File: src/rtl/apb_tcc_multi.sv
// Multi-channel timer/capture/compare peripheral on APB: one shared prescaled
// up or up/down counter feeding CH_QTY compare/capture channels with PWM outputs.
module apb_tcc_multi #(
  parameter int APB_AW = 32,
  parameter int APB_DW = 32,
  parameter int CNT_W  = 32,
  parameter int PRE_W  = 16,
  parameter int CH_QTY = 4
) (
  input  logic              clk_i,
  input  logic              rst_i,
  input  logic              psel_i,
  input  logic              penable_i,
  input  logic              pwrite_i,
  input  logic [APB_AW-1:0] paddr_i,
  input  logic [APB_DW-1:0] pwdata_i,
  output logic [APB_DW-1:0] prdata_o,
  output logic              pready_o,
  output logic              pslverr_o,
  input  logic              ext_clk_i,
  input  logic [CH_QTY-1:0] cap_i,
  output logic [CH_QTY-1:0] pwm_o,
  output logic              irq_o
);

  localparam int SW = CH_QTY + 1;

  logic              en, updown, oneshot, extclk;
  logic [PRE_W-1:0]  pre, psc;
  logic [CNT_W-1:0]  top, cnt;
  logic              dir;
  logic [SW-1:0]     stat, ien, stat_set;
  logic [CNT_W-1:0]  cmp [CH_QTY];
  logic [CH_QTY-1:0] pwmen, pol, capen;

  logic              ext_p0, ext_p1, ext_p2, ext_rise_p3;
  logic [CH_QTY-1:0] cap_p0, cap_p1, cap_p2, cap_rise_p3;
  logic              tick_p1;

  logic              access, wr, mapped;
  logic [5:0]        idx;
  logic [APB_DW-1:0] rdata;
  logic              wr_ctrl, wr_pre, wr_top, wr_cnt, wr_stat, wr_ien;
  logic [CH_QTY-1:0] wr_cmp, wr_cfg;
  logic              src_tick, cnt_tick, top_hit;
  logic [CH_QTY-1:0] cmp_ev, cap_ev;

  logic unused;
  assign unused = ^{paddr_i[APB_AW-1:8], paddr_i[1:0]};

  assign access    = psel_i & penable_i & ~rst_i;
  assign wr        = access & pwrite_i;
  assign idx       = paddr_i[7:2];
  assign pready_o  = 1'b1;

  assign wr_ctrl = wr & (idx == 6'd0);
  assign wr_pre  = wr & (idx == 6'd1);
  assign wr_top  = wr & (idx == 6'd2);
  assign wr_cnt  = wr & (idx == 6'd3);
  assign wr_stat = wr & (idx == 6'd4);
  assign wr_ien  = wr & (idx == 6'd5);

  always_comb begin
    wr_cmp = '0;
    wr_cfg = '0;
    for (int i = 0; i < CH_QTY; i++) begin
      wr_cmp[i] = wr & (idx == 6'(8 + i));
      wr_cfg[i] = wr & (idx == 6'(16 + i));
    end
  end

  always_comb begin
    rdata  = '0;
    mapped = 1'b1;
    case (idx)
      6'd0: rdata[3:0]       = {extclk, oneshot, updown, en};
      6'd1: rdata[PRE_W-1:0] = pre;
      6'd2: rdata[CNT_W-1:0] = top;
      6'd3: rdata[CNT_W-1:0] = cnt;
      6'd4: rdata[SW-1:0]    = stat;
      6'd5: rdata[SW-1:0]    = ien;
      default: begin
        mapped = 1'b0;
        for (int i = 0; i < CH_QTY; i++) begin
          if (idx == 6'(8 + i)) begin
            mapped           = 1'b1;
            rdata[CNT_W-1:0] = cmp[i];
          end
          if (idx == 6'(16 + i)) begin
            mapped     = 1'b1;
            rdata[2:0] = {capen[i], pol[i], pwmen[i]};
          end
        end
      end
    endcase
  end

  assign prdata_o  = access ? rdata : '0;
  assign pslverr_o = access & ~mapped;

  // A CNT load takes priority over a coincident tick and must not raise events.
  assign src_tick = extclk ? ext_rise_p3 : 1'b1;
  assign cnt_tick = en & src_tick & (psc == pre);
  assign top_hit  = cnt_tick & ~wr_cnt &
                    ((top == '0) | ((cnt == top) & ~(updown & dir)));

  always_comb begin
    cmp_ev = '0;
    cap_ev = '0;
    for (int i = 0; i < CH_QTY; i++) begin
      cmp_ev[i] = tick_p1 & ~capen[i] & (cnt == cmp[i]);
      cap_ev[i] = cap_rise_p3[i] & capen[i];
    end
  end

  assign stat_set = {cmp_ev | cap_ev, top_hit};

  // p0/p1 synchronise, p2 holds the previous level, p3 is the registered rising edge
  always_ff @(posedge clk_i or posedge rst_i) begin
    if (rst_i) begin
      ext_p0      <= 1'b0;
      ext_p1      <= 1'b0;
      ext_p2      <= 1'b0;
      ext_rise_p3 <= 1'b0;
      cap_p0      <= '0;
      cap_p1      <= '0;
      cap_p2      <= '0;
      cap_rise_p3 <= '0;
    end else begin
      ext_p0      <= ext_clk_i;
      ext_p1      <= ext_p0;
      ext_p2      <= ext_p1;
      ext_rise_p3 <= ext_p1 & ~ext_p2;
      cap_p0      <= cap_i;
      cap_p1      <= cap_p0;
      cap_p2      <= cap_p1;
      cap_rise_p3 <= cap_p1 & ~cap_p2;
    end
  end

  always_ff @(posedge clk_i or posedge rst_i) begin
    if (rst_i) begin
      en      <= 1'b0;
      updown  <= 1'b0;
      oneshot <= 1'b0;
      extclk  <= 1'b0;
      pre     <= '0;
      top     <= '0;
      ien     <= '0;
      stat    <= '0;
      irq_o   <= 1'b0;
    end else begin
      if (wr_ctrl) {extclk, oneshot, updown, en} <= pwdata_i[3:0];
      if (top_hit & oneshot) en <= 1'b0;
      if (wr_pre) pre <= pwdata_i[PRE_W-1:0];
      if (wr_top) top <= pwdata_i[CNT_W-1:0];
      if (wr_ien) ien <= pwdata_i[SW-1:0];
      stat  <= (stat & ~(wr_stat ? pwdata_i[SW-1:0] : '0)) | stat_set;
      irq_o <= |(stat & ien);
    end
  end

  always_ff @(posedge clk_i or posedge rst_i) begin
    if (rst_i) begin
      cnt     <= '0;
      psc     <= '0;
      dir     <= 1'b0;
      tick_p1 <= 1'b0;
    end else begin
      if (wr_cnt) begin
        cnt <= pwdata_i[CNT_W-1:0];
        psc <= '0;
      end else begin
        if (!en) psc <= '0;
        else if (src_tick) psc <= (psc == pre) ? '0 : psc + PRE_W'(1);
        if (cnt_tick) begin
          if (top_hit) begin
            if ((top == '0) | ~updown) begin
              cnt <= '0;
              dir <= 1'b0;
            end else begin
              cnt <= top - CNT_W'(1);
              dir <= 1'b1;
            end
          end else if (updown & dir) begin
            if (cnt == '0) begin
              cnt <= CNT_W'(1);
              dir <= 1'b0;
            end else begin
              cnt <= cnt - CNT_W'(1);
              if (cnt == CNT_W'(1)) dir <= 1'b0;
            end
          end else begin
            cnt <= cnt + CNT_W'(1);
          end
        end
      end
      tick_p1 <= cnt_tick & ~wr_cnt;
      if (!updown) dir <= 1'b0;
    end
  end

  // Capture beats a same-cycle software write to CMP
  always_ff @(posedge clk_i or posedge rst_i) begin
    if (rst_i) begin
      for (int i = 0; i < CH_QTY; i++) cmp[i] <= '0;
      pwmen <= '0;
      pol   <= '0;
      capen <= '0;
      pwm_o <= '0;
    end else begin
      for (int i = 0; i < CH_QTY; i++) begin
        if (cap_ev[i]) cmp[i] <= cnt;
        else if (wr_cmp[i]) cmp[i] <= pwdata_i[CNT_W-1:0];
        if (wr_cfg[i]) {capen[i], pol[i], pwmen[i]} <= pwdata_i[2:0];
        pwm_o[i] <= ((cnt < cmp[i]) ^ pol[i]) & pwmen[i];
      end
    end
  end

endmodule

File: config.mk
export PLATFORM = sky130hd
export DESIGN_NAME = apb_tcc_multi
export DESIGN_NICKNAME = d
export VERILOG_FILES = /design/src/rtl/apb_tcc_multi.sv
export SDC_FILE = /design/constraint.sdc
export NUM_CORES = 1
export LEC_CHECK = 0
export ABC_AREA = 1
export CORE_AREA = 2 2 220 222
export DETAILED_ROUTE_END_ITERATION = 8
export DIE_AREA = 0 0 222 224
export DONT_BUFFER_PORTS = 1
export HOLD_SLACK_MARGIN = 0.02
export SLEW_MARGIN = 20
export SYNTH_ARGS = -nofsm -noshare
export SYNTH_HDL_FRONTEND = slang
export SYNTH_SLANG_ARGS = --single-unit
File: constraint.sdc
create_clock -name clk_i -period 7.6 [get_ports clk_i]
set_input_delay 0.38 -clock clk_i [delete_from_list [all_inputs] [get_ports clk_i]]
set_output_delay 0.38 -clock clk_i [all_outputs]
set_load 0.1 [all_outputs]
==> results of run 1 <==
per-stage QoR:
| step | area (µm²) | std cells | power (µW) |
|---|---|---|---|
| 6_report | 23090 | 3494 | 4330 |
| 5_1_grt | 23080 | 3490 | 4508 |
| 4_1_cts | 23060 | 3485 | 4326 |
| 3_5_place_dp | 21490 | 3382 | 2529 |
| 3_3_place_gp | 21490 | 3382 | 2507 |
| 2_1_floorplan | 20600 | 2862 | 2272 |
sequential cells by signal (all words and copies together) (netlist names), 5 cells and up:
signal,flops
psc,16
stat,5
pre,16
cmp,128
ien,5
top,32
cnt,32
routing by layer:
layer	wire length, µm	vias up
met3	7788	264
met4	6390	2
met1	33850	10078
li1	-	9616
met5	13	-
met2	38340	1092
timing repair:
| item | 4_1_cts | 5_1_grt |
|---|---|---|
| hold endpoints to repair | 238 | 0 |
| hold buffers | 38 | 0 |
| setup buffers | 0 | 0 |
| gates resized for setup | 0 | 0 |
power by group through the flow:
stage / clock network (µW) / registers (µW) / logic [µW]
4_1_cts: 1780 / 1710 / 829
3_5_place_dp: 0 / 1740 / 789
5_1_grt: 1830 / 1730 / 944
3_3_place_gp: 0 / 1740 / 770
6_report: 1770 / 1720 / 841
2_1_floorplan: 0 / 1690 / 583
final cells by class:
cell class	count	area, µm²	area share, %
antenna	9	22.52	0.09756
timing repair buffer	84	958.4	4.152
sequential	277	6932	30.03
inverter	373	1410	6.108
clock inverter	13	131.4	0.5691
clock buffer	52	1052	4.558
multi-input combinational	2071	11810	51.16
tap	615	769.5	3.333
worst min-delay path by stage:
stage	from	end	slack, ns	cells past startpoint
global placement	cap_p0[1]	cap_p1[1]	0.33	0
floorplan	cap_p0[0]	cap_p1[0]	0.33	0
global route	pwdata_i[18]	cmp[50]	0.03	2
finish	pwdata_i[18]	cmp[50]	0.03	2
CTS	pwdata_i[18]	cmp[50]	0.02	2
detailed placement	ext_p0	ext_p1	0.33	0
synth_stat cells (3+ instances only):
cell type	n
and3_1	3
a221oi_1	22
a21oi_1	139
nand4_1	31
nand3_2	5
xor2_1	72
o221ai_1	20
a211oi_1	12
nand2_2	4
xnor2_1	7
nor2_1	220
nor3_1	47
o21a_1	5
nor2_2	15
buf_6	10
a31oi_1	8
buf_2	35
nor3b_1	5
o21ai_2	3
nand3_1	109
nor4_1	8
o21ai_0	277
o22ai_1	54
buf_4	23
o211ai_1	140
inv_2	26
nand3b_1	3
o21ai_1	46
dfrtp_1	277
clkbuf_1	71
nand2_1	645
ha_1	134
nor2_4	8
inv_1	345
a22oi_1	4
kinds of logic (layout without fill, tap and decap cells):
| kind of cell | after synthesis | after routing |
|---|---|---|
| simple gates | 1111 | 1111 |
| compound gates | 746 | 746 |
| buf+inv | 514 | 522 |
| flops | 277 | 277 |
| fa+ha+maj | 134 | 134 |
| xor+xnor | 79 | 79 |
| other cells | 1 | 10 |
==> metrics.txt, run 1 <==
status=completed; total number of vias=21,052; final worst-path cycle share=55.82%; Synth Flop Type=dfrtp_1; Pwr Density=187.6 mW/mm²; Final Core Density=between 40% and 50%; CP Max Fanout=118; global-route wire length before repair=between 100,000 and 150,000 µm; hold slack=0.02734 ns; vias in the first global route=approximately 20,000; clk slew on worst S/H paths=0.06 ns; Rows=80; die height=224 µm; Layout area overhead=12.08%; Syn Inst Count=2,862; Final min period=4.242 ns; Ports=113; Internal=2913 µW; area leader, netlist=dfrtp_1; WP depth=14; #FFs+latches synth=277; Net Sw Power=between 1000 and 1500 µW; Nets=3,051; Via-to-Cell Ratio=about 6; leakage=about 0.010 µW; CTS tree=yes; CP Capture Type=flip-flop; chip width=approximately 220 µm; Synth top area share=between 30 and 40%; Crit-path slowest cell=dlygate4sd3_1; Worst Setup EP=en; TritonRoute pass-1 iters=8; sequential area share after synthesis=33.65%; R2R Setup Slk=3.92 ns; Routed WL=86,380 µm; pre-CTS setup slack=3.456 ns; main combinational cell family by area after synthesis=simple AND/OR/NAND/NOR gates; mux cell area share after synthesis=0%; Slew @ Worst Pin=1.113 ns; WP data required=8.05 ns; wire per inst=approximately 25 µm; Comb pwr share=between 15 and 20%; commonest cells after routing, fill and taps aside=nand2_1, inv_1, o21ai_0, dfrtp_1, nor2_1; Filler Cells Inserted=4,735; initial antenna violation count=5; Placer Congestion=0.9632; startpoint types=input pin; total gr overflow=0; Clock Tree Buf Depth=3; Post-synth EDFFs=0; YS warnings=0; Rel. slew slack=25.59%; Max-Cap Viols=0; portion of total power attributed to sequential cells=39.7%; syn_nets=3,070; GR Util met2=54.79%; Max VDD drop=143.4 µV; initial core utilization=43.50%; total negative setup slack=0 ns; Async SR Flop Fraction=100.0%; Final HPWL DP=60,440 µm; clock root buffer=clkbuf_16; Setup WS post-layout=3.358 ns; post-synthesis cell type count=57; Crit path max-delay family=buffers and inverters; Area contributors post-synth=dfrtp_1, nand2_1, ha_1; Most Crowded Layer GR=met2; Total GRT Usage=approximately a third; Worst R2R Start=cnt[1]; crit path launch=rst_i; CP cell instances=dlygate4sd3_1 -> inv_8 -> nand3_2 -> buf_4 -> inv_2 -> nand2_4 -> inv_2 -> nand2_1 -> inv_2 -> nor2_4 -> buf_4 -> nand2_1 -> o21ai_0 -> inv_1; sw frac=32.73%; DRC=0; IO buf count=0; DRT iter0 DRCs=2,529; unrepaired setup endpoints after global routing=false; WS Path Type=input pin to flip-flop; largest net degree at the start of global routing=162; Hold Vio Cnt, Final=0; Hold Path Class=input pin to flip-flop; Simple-Gate Fraction of Synth Area=22.82%; R2R depth=11; mean post-synth cell area=between 7 and 8 µm²; Synth Area in XOR/XNOR=under 10%; DIE AREA=0.04973 mm²; cell area after synthesis=0.02060 mm²; Worst-Skew Late Latency=0.58 ns; Synth Area in Compound Gates=about 22%; Setup Viol. Count Final=0; commonest non-fill, non-tap cell in the layout=nand2_1; RR Endpoint=cnt[11]; post-synthesis adder-cell area fraction=8.140%; Max Slew Vio Count=0; H-tree depth=2; crit-path max cell delay=~0.64 ns; clock power share=around two fifths; Worst Clk Skew=0.02242 ns; CTS buffer count=36; layout cells sized above 1=7.073%; floorplan core area=0.04735 mm²; met3 usage=roughly 6.8%; GR Layer Usage met1=43.15%; Critical path buffers and inverters=8; Arr. time, crit path=4.70 ns; CP most frequent cell=inv_2; fmax=~240 MHz; CTS sink cnt=about 280; Final ANT Viol Nets=0
Power figures use the tool's default switching activity.
==> run 2: changes to the inputs <==
Clock period 7.6 ns to 4.1 ns, I/O delays scaled along.
==> run 2 against run 1 <==
  * Clock power grew 84%
  * Highest routed layer is now met4
  * Utilization up 0.23 points
  * Non-clock buffer count grew 34
==> metrics.txt, run 2 (synthesized netlist as in run 1, its figures left out) <==
status=completed; WS Path Type=input pin to flip-flop; initial antenna violation count=1; Total GRT Usage=34.10%; Worst Clk Skew=0.02126 ns; floorplan core area=between 0.04 and 0.05 mm²; Hold Path Stages=2; Setup WS post-layout=0.9122 ns; Via-to-Cell Ratio=5.998; layout cells sized above 1=8.198%; Rows=80; Placer Congestion=0.9976; Clock Tree Buf Depth=3; CP Capture Type=flip-flop; Routed WL=around 84,000 µm; final worst-path cycle share=77.75%; setup bufs post-CTS=0; Final ANT Viol Nets=0; Final HPWL DP=~62,000 µm; pre-CTS setup slack=1.063 ns; DR top layer=met4; DIE AREA=0.04973 mm²; TritonRoute pass-1 iters=8; Pwr Density=approximately 350 mW/mm²; chip width=222 µm; Setup Viol. Count Final=0; total gr overflow=0; Hold Vio Cnt, Final=0; total number of vias=21,108; CTS resizes=0; Max-Cap Viols=0; DRT iter0 DRCs=2,452; vias in the first global route=20,115; Routed met2 length=37,320 µm; Max Slew Vio Count=0; Rel. slew slack=20.29%; Max VDD drop=351.1 µV; CTS tree=yes; clk slew on worst S/H paths=0.06 ns; Worst Hold Launch=pwdata_i[1]; Ports=113; Arr. time, crit path=roughly 3.6 ns; Worst-Skew Late Latency=0.57 ns; largest net degree at the start of global routing=around 150; initial core utilization=43.50%; CP Max Fanout=79; startpoint types=input pin; unrepaired setup endpoints after global routing=false; Layout area overhead=12.61%; fmax=313.7 MHz; Post-Place Cells=between 3,000 and 4,000; met1 WL=34,620 µm; Worst R2R Start=cnt[2]; wire per inst=24.01 µm; Final min period=3.188 ns; die height=224 µm; WHS Endpoint=ien[1]; CTS sink cnt=between 200 and 300; commonest cells after routing, fill and taps aside=nand2_1, inv_1, o21ai_0, dfrtp_1, nor2_1; leakage=0.01046 µW; H-tree depth=2; Nets=3,085; commonest non-fill, non-tap cell in the layout=nand2_1; Largest regs=cmp (128), cnt (32), top (32); CTS buffer count=36; Hold Path Class=input pin to flip-flop; Non-Filler Instances=3,519; IO buf count=0; Filler Cells Inserted=4,815; DRC=0; R2R Setup Slk=about 0.92 ns; R2R depth=11; global-route wire length before repair=128,200 µm; Top reg by flops=cmp; Slew @ Worst Pin=1.194 ns; Hold-fix buffers, CTS=38; RR Endpoint=en; clock root buffer=clkbuf_16; length of routed met3 wiring=between 7000 and 8000 µm; WP data required=between 4 and 5 ns; total negative setup slack=0 ns; max reg flops=128
==> run 2: cell count changes in the layout (fill, tap and decap cells not counted), sizes merged <==
cell,before,now
bufinv,2,1
buf,46,80
diode,9,1
clkinv,6,10
clkbuf,52,53
clkinvlp,2,0
inv,376,373
==> run 2: how the worst max path moves through the flow <==
stage | startpoint | end | slack [ns] | cells after the start
2_1_floorplan | rst_i | pslverr_o | 0.19 | 6
3_3_place_gp | rst_i | cnt[17] | 1.11 | 12
3_5_place_dp | rst_i | cnt[17] | 1.06 | 12
4_1_cts | rst_i | cnt[17] | 0.96 | 13
5_1_grt | rst_i | cnt[17] | 0.70 | 13
6_report | rst_i | cnt[17] | 0.91 | 13
==> run 2: cell type report <==
cell class	instances	area, µm²	area share [%]
antenna	1	2.502	0.01079
clock buffer	53	1085	4.677
sequential	277	6932	29.88
tap	615	769.5	3.318
timing repair buffer	118	1018	4.391
inverter	373	1416	6.106
multi-input combinational	2071	11870	51.19
clock inverter	11	98.84	0.4262
==> run 2: per-layer routing <==
metal  global-route usage (%)  up-vias
li1                         -     9685
met3                    5.653      239
met2                    53.76     1098
met1                    44.36    10086
met4                    19.86        0
met5                        0        -
==> run 2: power by group <==
group          switching, µW  total (µW)  internal [µW]
logic                   1070        1590            524
registers                218        3180           2960
clock network           1360        3260           1900
total                   2640        8030           5390
==> run 2: worst max-delay path: stages <==
cell and delay (ns):
dlygate4sd3_1 0.62, clkinv_8 0.33, nand3_2 0.14, inv_2 0.31
nand2_4 0.26, inv_2 0.21, nand2_1 0.18, inv_2 0.48
nor2_4 0.11, nand3_4 0.35, nor2_1 0.07, o21ai_0 0.23
nand2_1 0.07
==> run 2: stage by stage <==
stage / hold WS [ns] / util, % / instance area, µm² / power (µW)
2_1_floorplan: 0.2364 / - / 20720 / 4217
3_3_place_gp: 0.1061 / 45.67 / 21620 / 4664
3_5_place_dp: 0.1045 / 45.67 / 21620 / 4707
4_1_cts: 0.06197 / 48.97 / 23190 / 8019
5_1_grt: 0.07576 / 48.99 / 23190 / 8386
6_report: 0.07208 / 48.99 / 23190 / 8027
